### src/rtl/cricket_match_ctrl.sv
// -----------------------------------------------------------------------------
// cricket_match_ctrl
//
// Two-innings limited-overs match controller. It takes one scored delivery per
// cycle, keeps the innings score, wickets and over/ball position, and ends each
// innings on all-out, overs exhausted, or (second innings only) target reached.
// Once the second innings ends it resolves the result as a win, loss or tie.
//
// Parameters:
//   OVERS          overs per innings
//   BALLS_PER_OVER legal balls per over
//   MAX_WICKETS    wickets that end an innings
//   RUN_W          score width; the score saturates at 2^RUN_W-1
//
// Ports:
//   clk, rst       clock (rising edge) and asynchronous active-high reset
//   play           start/resume request; only a rising edge acts
//   ball_valid     a delivery is presented this cycle
//   ball_runs      runs off the bat, 0..6 (7 is treated as 6)
//   ball_wicket    a wicket fell on this delivery (ignored on extras)
//   ball_extra     wide/no-ball: one penalty run, not a legal ball
//   batting_team   0 = team 1 batting, 1 = team 2 batting
//   runs, wickets  current innings score and wickets
//   ball_count     legal balls bowled this innings
//   over_count     completed overs this innings
//   ball_in_over   legal balls into the current over
//   target         team 1 final score + 1 (saturating), 0 before the break
//   innings_over   high in BREAK or DONE
//   game_over      high in DONE
//   winner         00 undecided, 01 team 1, 10 team 2, 11 tie
// -----------------------------------------------------------------------------
module cricket_match_ctrl #(
  parameter int OVERS          = 20,
  parameter int BALLS_PER_OVER = 6,
  parameter int MAX_WICKETS    = 10,
  parameter int RUN_W          = 9,
  localparam int TOTAL_BALLS   = OVERS * BALLS_PER_OVER,
  localparam int BC_W          = $clog2(TOTAL_BALLS + 1)
) (
  input  logic             clk,
  input  logic             rst,
  input  logic             play,
  input  logic             ball_valid,
  input  logic [2:0]       ball_runs,
  input  logic             ball_wicket,
  input  logic             ball_extra,
  output logic             batting_team,
  output logic [RUN_W-1:0] runs,
  output logic [3:0]       wickets,
  output logic [BC_W-1:0]  ball_count,
  output logic [5:0]       over_count,
  output logic [2:0]       ball_in_over,
  output logic [RUN_W-1:0] target,
  output logic             innings_over,
  output logic             game_over,
  output logic [1:0]       winner
);

  // Headroom for the largest single-ball increment (6 runs + 1 penalty).
  localparam int               SUM_W   = RUN_W + 3;
  localparam logic [RUN_W-1:0] RUN_MAX = {RUN_W{1'b1}};

  typedef enum logic [2:0] {
    S_IDLE  = 3'd0,
    S_INN1  = 3'd1,
    S_BREAK = 3'd2,
    S_INN2  = 3'd3,
    S_DONE  = 3'd4
  } state_t;

  state_t           state_reg, state_next;
  logic             play_q_reg;
  logic             batting_reg, batting_next;
  logic [RUN_W-1:0] runs_reg, runs_next;
  logic [RUN_W-1:0] target_reg, target_next;
  logic [3:0]       wickets_reg, wickets_next;
  logic [BC_W-1:0]  ball_count_reg, ball_count_next;
  logic [5:0]       over_count_reg, over_count_next;
  logic [2:0]       ball_in_over_reg, ball_in_over_next;
  logic [1:0]       winner_reg, winner_next;

  // Post-delivery values, used both for the register update and for the
  // termination test so that both see the same edge's result.
  logic             start;
  logic [2:0]       runs_eff;
  logic [SUM_W-1:0] runs_sum;
  logic [RUN_W-1:0] runs_upd;
  logic [RUN_W-1:0] target_upd;
  logic [3:0]       wickets_upd;
  logic [BC_W-1:0]  ball_count_upd;
  logic [5:0]       over_count_upd;
  logic [2:0]       ball_in_over_upd;
  logic             end_by_wickets;
  logic             end_by_balls;
  logic             end_by_chase;
  logic [1:0]       result;

  always_comb begin
    start    = play & ~play_q_reg;
    runs_eff = (ball_runs == 3'd7) ? 3'd6 : ball_runs;
    runs_sum = SUM_W'(runs_reg) + SUM_W'(runs_eff) + SUM_W'(ball_extra);
    runs_upd = (runs_sum > SUM_W'(RUN_MAX)) ? RUN_MAX : runs_sum[RUN_W-1:0];
    target_upd = (runs_upd == RUN_MAX) ? RUN_MAX : runs_upd + RUN_W'(1);

    wickets_upd      = wickets_reg;
    ball_count_upd   = ball_count_reg;
    over_count_upd   = over_count_reg;
    ball_in_over_upd = ball_in_over_reg;
    if (!ball_extra) begin
      wickets_upd    = wickets_reg + 4'(ball_wicket);
      ball_count_upd = ball_count_reg + BC_W'(1);
      if (ball_in_over_reg == 3'(BALLS_PER_OVER - 1)) begin
        ball_in_over_upd = 3'd0;
        over_count_upd   = over_count_reg + 6'd1;
      end else begin
        ball_in_over_upd = ball_in_over_reg + 3'd1;
      end
    end

    end_by_wickets = (wickets_upd == 4'(MAX_WICKETS));
    end_by_balls   = (ball_count_upd == BC_W'(TOTAL_BALLS));
    // Only meaningful in the second innings; target is 0 during the first.
    end_by_chase   = (runs_upd >= target_reg);

    if (runs_upd >= target_reg) begin
      result = 2'b10;
    end else if (runs_upd == target_reg - RUN_W'(1)) begin
      result = 2'b11;
    end else begin
      result = 2'b01;
    end
  end

  always_comb begin
    state_next        = state_reg;
    batting_next      = batting_reg;
    runs_next         = runs_reg;
    target_next       = target_reg;
    wickets_next      = wickets_reg;
    ball_count_next   = ball_count_reg;
    over_count_next   = over_count_reg;
    ball_in_over_next = ball_in_over_reg;
    winner_next       = winner_reg;

    case (state_reg)
      S_IDLE: begin
        if (start) begin
          state_next        = S_INN1;
          batting_next      = 1'b0;
          runs_next         = '0;
          target_next       = '0;
          wickets_next      = '0;
          ball_count_next   = '0;
          over_count_next   = '0;
          ball_in_over_next = '0;
          winner_next       = 2'b00;
        end
      end

      S_INN1, S_INN2: begin
        if (ball_valid) begin
          runs_next         = runs_upd;
          wickets_next      = wickets_upd;
          ball_count_next   = ball_count_upd;
          over_count_next   = over_count_upd;
          ball_in_over_next = ball_in_over_upd;
          if (state_reg == S_INN1) begin
            if (end_by_wickets || end_by_balls) begin
              state_next  = S_BREAK;
              target_next = target_upd;
            end
          end else begin
            if (end_by_wickets || end_by_balls || end_by_chase) begin
              state_next  = S_DONE;
              winner_next = result;
            end
          end
        end
      end

      // Any delivery presented here, even alongside start, is dropped.
      S_BREAK: begin
        if (start) begin
          state_next        = S_INN2;
          batting_next      = 1'b1;
          runs_next         = '0;
          wickets_next      = '0;
          ball_count_next   = '0;
          over_count_next   = '0;
          ball_in_over_next = '0;
        end
      end

      S_DONE: begin
      end

      default: begin
        state_next = S_IDLE;
      end
    endcase
  end

  always_ff @(posedge clk or posedge rst) begin
    if (rst) begin
      state_reg        <= S_IDLE;
      play_q_reg       <= 1'b0;
      batting_reg      <= 1'b0;
      runs_reg         <= '0;
      target_reg       <= '0;
      wickets_reg      <= '0;
      ball_count_reg   <= '0;
      over_count_reg   <= '0;
      ball_in_over_reg <= '0;
      winner_reg       <= 2'b00;
    end else begin
      state_reg        <= state_next;
      play_q_reg       <= play;
      batting_reg      <= batting_next;
      runs_reg         <= runs_next;
      target_reg       <= target_next;
      wickets_reg      <= wickets_next;
      ball_count_reg   <= ball_count_next;
      over_count_reg   <= over_count_next;
      ball_in_over_reg <= ball_in_over_next;
      winner_reg       <= winner_next;
    end
  end

  assign batting_team = batting_reg;
  assign runs         = runs_reg;
  assign wickets      = wickets_reg;
  assign ball_count   = ball_count_reg;
  assign over_count   = over_count_reg;
  assign ball_in_over = ball_in_over_reg;
  assign target       = target_reg;
  assign innings_over = (state_reg == S_BREAK) || (state_reg == S_DONE);
  assign game_over    = (state_reg == S_DONE);
  assign winner       = winner_reg;

endmodule

### config.mk
export PLATFORM = sky130hd
export DESIGN_NAME = cricket_match_ctrl
export DESIGN_NICKNAME = d
export VERILOG_FILES = /design/src/rtl/cricket_match_ctrl.sv
export SDC_FILE = /design/constraint.sdc
export NUM_CORES = 1
export LEC_CHECK = 0
export CAP_MARGIN = 20
export CORE_MARGIN = 2
export CORE_UTILIZATION = 35
export DETAILED_ROUTE_END_ITERATION = 6
export PLACE_DENSITY = 0.69
export SETUP_SLACK_MARGIN = 0.1
export SYNTH_ARGS = -nofsm -noshare
export SYNTH_HDL_FRONTEND = slang
export SYNTH_SLANG_ARGS = --single-unit
export TNS_END_PERCENT = 1
### constraint.sdc
create_clock -name clk -period 3.77 [get_ports clk]
set_input_delay 0.754 -clock clk [delete_from_list [all_inputs] [get_ports clk]]
set_output_delay 0.754 -clock clk [all_outputs]
set_load 0.05 [all_outputs]
==> run summary <==
The final count of pins violating max slew was 0; the cell-internal power was 1.95 mW. The run finished with clean final reports. For the total of fill cells in the finished design, the log shows 892. The data required time at the worst endpoint was 3.97 ns; the switching portion of total power was 51.0%. The tools report the nature of the critical path endpoint as a register. In this run the worst hold path is classified as reg2reg. Dividing the detail-routed via count by the number of cells gives 5.34. Static timing analysis puts the maximum clock frequency at 277 MHz.

Buffers inserted to repair hold after CTS numbered 0. The number of global-route vias before repair is 3157. The first global-routing pass estimated 15300 microns of wire.

The number of nets in the synthesized netlist is 418. The worst endpoint data arrival time is 3.80 ns. The initial utilization of the core area, before any placement, comes to 36.1%. The most common flop cell mapped by yosys was dfrtp_1. The share of synthesized registers carrying an async set or reset was 100%; the number of enable flip-flop cells after synthesis was 0. The number of instances in the synthesized netlist was 390. IR analysis of the VDD net gives a maximum drop of 0.000589 V. Entering global routing, the biggest net connects 25 pins. The relative contribution of sequential cells to total power is 21.2%, and the via total after detailed routing is 3254.

The die covers 10300 sq um. Global routing used 18.8% of the available tracks across all layers. The run gives 0.00712 ns as the post-route clock skew.

For the finished layout, the period the worst path requires is 3.60 ns. The critical path start-end classification is in2reg. The launching element type of the critical path is an input pin.

The vertical die dimension was 102 microns; the x dimension of the die was 102 microns. The core region is 9240 sq um. In this run the critical register-to-register path is launched from runs[0]. Total power divided by cell area: 887 nW/um^2. The number of antenna diodes in the final layout is 0. Setup repair after global routing could not meet its margin everywhere. The number of antenna violations at the first check in global routing was 0; the register bit total from synthesis was 45. The netlist area before placement was 3330 sq um; the total of warnings raised by yosys was 0.

Tracing the worst setup path back leads to its startpoint at ball_runs[0]. In this run the tightest slew margin relative to its limit is 38.3%. After synthesis, the netlist uses 69 different library cells. The number of clock buffers added by TritonCTS is 5. The remaining number of nets flagged by the antenna check after routing was 0; the routed wire length per instance was 15.4 microns. For this run, the detailed router's first-pass iteration total came to 4. After clock tree synthesis, the clock-pin slew on the worst setup and hold paths is 0.10 ns.

For the final count of negative-setup-slack endpoints, the log shows 0. The run gives 45 as the sink count of the clock tree. In this run the tool buffered the top-level ports with 51 buffer cells. Compared with the post-synthesis result, the final layout area differs by 34.2%. The clock latency at the later pin of the worst-skew pair was 0.31 ns. The net switching power figure was 2.02 mW.

The run gives 2 as the maximum clock path buffer count. For this block, the initial DRC count from the detailed router was 150. The maximum level of the CTS H-tree is 2, and the global placer's final weighted congestion is 0.907. The tools report the max capacitance violation total as 0. The number of hold violations in the final report was 0. The slew at the pin closest to its max-slew limit is 0.920 ns. Of the cells placed in the final design, the portion with a size suffix greater than 1 is 18.5%. The detailed placer's ending HPWL came out at 7230 microns. Clock tree synthesis selected as its root buffer the cell clkbuf_8.

The clock network burns 8.7% of the power. The highest fanout seen on the critical path is 3, and the post-route DRC violation count is 0. Measured on the finished design, the core utilization comes to 48.4%.

The launch point of the worst hold path is batting_team. TritonCTS built the clock tree. Adding up every negative setup slack in the final design gives 0 ns.

The count of nets after finishing is 507, and the sequential area share after synthesis is 33.8%. Combinational logic is responsible for 70.0% of the overall power. The average footprint of a synthesized cell was 8.55 sq um; the count of pins on the block boundary was 52. In this run the static leakage power is 1.96 nW. The total grt overflow is 0, and the number of standard-cell rows in the floorplan is 35. Summed over all layers, the routed wires come to 9400 microns. The final worst-path cycle share came out at 95.6%.
## cell usage in the layout (no fill, tap or decap), types with 3 or more instances in the layout
cell / count
clkdlybuf4s50_1: 47
or3_1: 4
nor3_1: 9
buf_2: 3
a21o_1: 3
inv_1: 24
nand3b_1: 3
nand2b_1: 10
dfrtp_1: 45
xor2_1: 12
xnor2_1: 13
and3_1: 7
nand4_1: 6
nor2_1: 33
o21ai_0: 35
mux2i_1: 5
a22o_1: 9
clkbuf_8: 6
a21oi_1: 17
ha_1: 15
nand3_1: 10
nand2_1: 40
buf_4: 49
## critical path, stage by stage
cell	delay [ns]
clkdlybuf4s15_1	0.17
nand2_2	0.05
fa_2	0.34
fa_2	0.34
and2b_2	0.25
o2111ai_4	0.11
or4b_4	0.55
and2_4	0.19
ha_4	0.16
a2111oi_4	0.17
o21ai_1	0.12
a21oi_2	0.16
nor2_2	0.08
a311oi_2	0.24
o21ai_1	0.10
## final cells by class
type	count	area [sq um]	share of cell area (%)
Clock buffer	6	82.6	1.85
Clock inverter	2	17.5	0.391
Inverter	26	97.6	2.18
Multi-Input combinational cell	301	2130	47.5
Sequential cell	45	1130	25.2
Tap cell	129	161	3.61
Timing Repair Buffer	100	863	19.3
## synth_stat cells (all sizes together) (3+ instances only)
library cell	instances	share of area (%)
nor2	34	3.8
or3	4	0.75
nand2b	10	1.9
ha	17	6.4
and3	8	1.7
nand2	43	4.8
a21o	3	0.68
nor3	9	1.4
mux2i	6	1.9
clkbuf	15	2.0
a21oi	18	2.7
nand3b	3	0.68
inv	26	2.9
xnor2	13	3.4
nand3	10	1.5
dfrtp	45	34
o21ai	38	5.8
nand4	6	1.1
a22o	9	2.4
buf	3	0.64
xor2	13	3.4
## power by group through the flow
stage / Combinational (mW) / Sequential (mW) / Clock (mW)
3_3_place_gp: 2.62 / 0.838 / 0
2_1_floorplan: 1.37 / 1.20 / 0
3_5_place_dp: 2.67 / 0.844 / 0
6_report: 2.78 / 0.843 / 0.347
4_1_cts: 2.76 / 0.840 / 0.361
5_1_grt: 3.02 / 0.871 / 0.378
## final timing paths
kind | cells after the start | slack [ns] | endpoint
setup / recovery | 15 | 0.17 | winner[1]
hold / removal | 2 | 0.50 | batting_team
setup reg to reg | 14 | 0.37 | winner[1]
hold reg to reg | 2 | 0.50 | batting_team
max in group asynchronous | 3 | 2.19 | runs[1]
min in group asynchronous | 2 | 0.82 | ball_in_over[1]
## timing repair
item | CTS | global route
gates resized for setup | 18 | 4
pin swaps | 6 | 2
endpoints found under the setup margin | 10 | 4
buffers inserted | 3 | 0
hold endpoints to repair | 0 | 0
## metal layers
| layer | part of all wire [%] | vias up | global-route usage [%] |
|---|---|---|---|
| li1 | - | 1573 | - |
| met1 | 44 | 1566 | 23.8 |
| met2 | 49 | 95 | 32.3 |
| met3 | 5.2 | 20 | 3.80 |
| met4 | 2.0 | 0 | 5.51 |
| met5 | 0 | - | 0 |
## logic make-up after synthesis
group | count (synthesis) | synth area share [%]
multiplexers | 8 | 2.59
buffers and inverters | 44 | 5.59
adder cells (fa/ha/maj) | 19 | 7.58
AND/OR/NAND/NOR | 145 | 22.3
flip-flops | 45 | 33.8
AO/OA/AOI/OAI | 103 | 21.3
XOR/XNOR | 26 | 6.83
## per-stage QoR
stage | hold WS (ns) | instance area (sq um) | worst slack (ns) | total power [mW] | instances
final | 0.503 | 4480 | 0.166 | 3.97 | 609
after global routing | 0.557 | 4480 | 0.0466 | 4.27 | 609
after global placement | 0.481 | 4310 | -0.656 | 3.46 | 598
after CTS | 0.506 | 4440 | 0.102 | 3.96 | 609
after floorplan | 0.566 | 3400 | -0.270 | 2.57 | 390
after detailed placement | 0.486 | 4310 | -0.790 | 3.51 | 598
No activity file was read; power rests on OpenSTA's default activity.
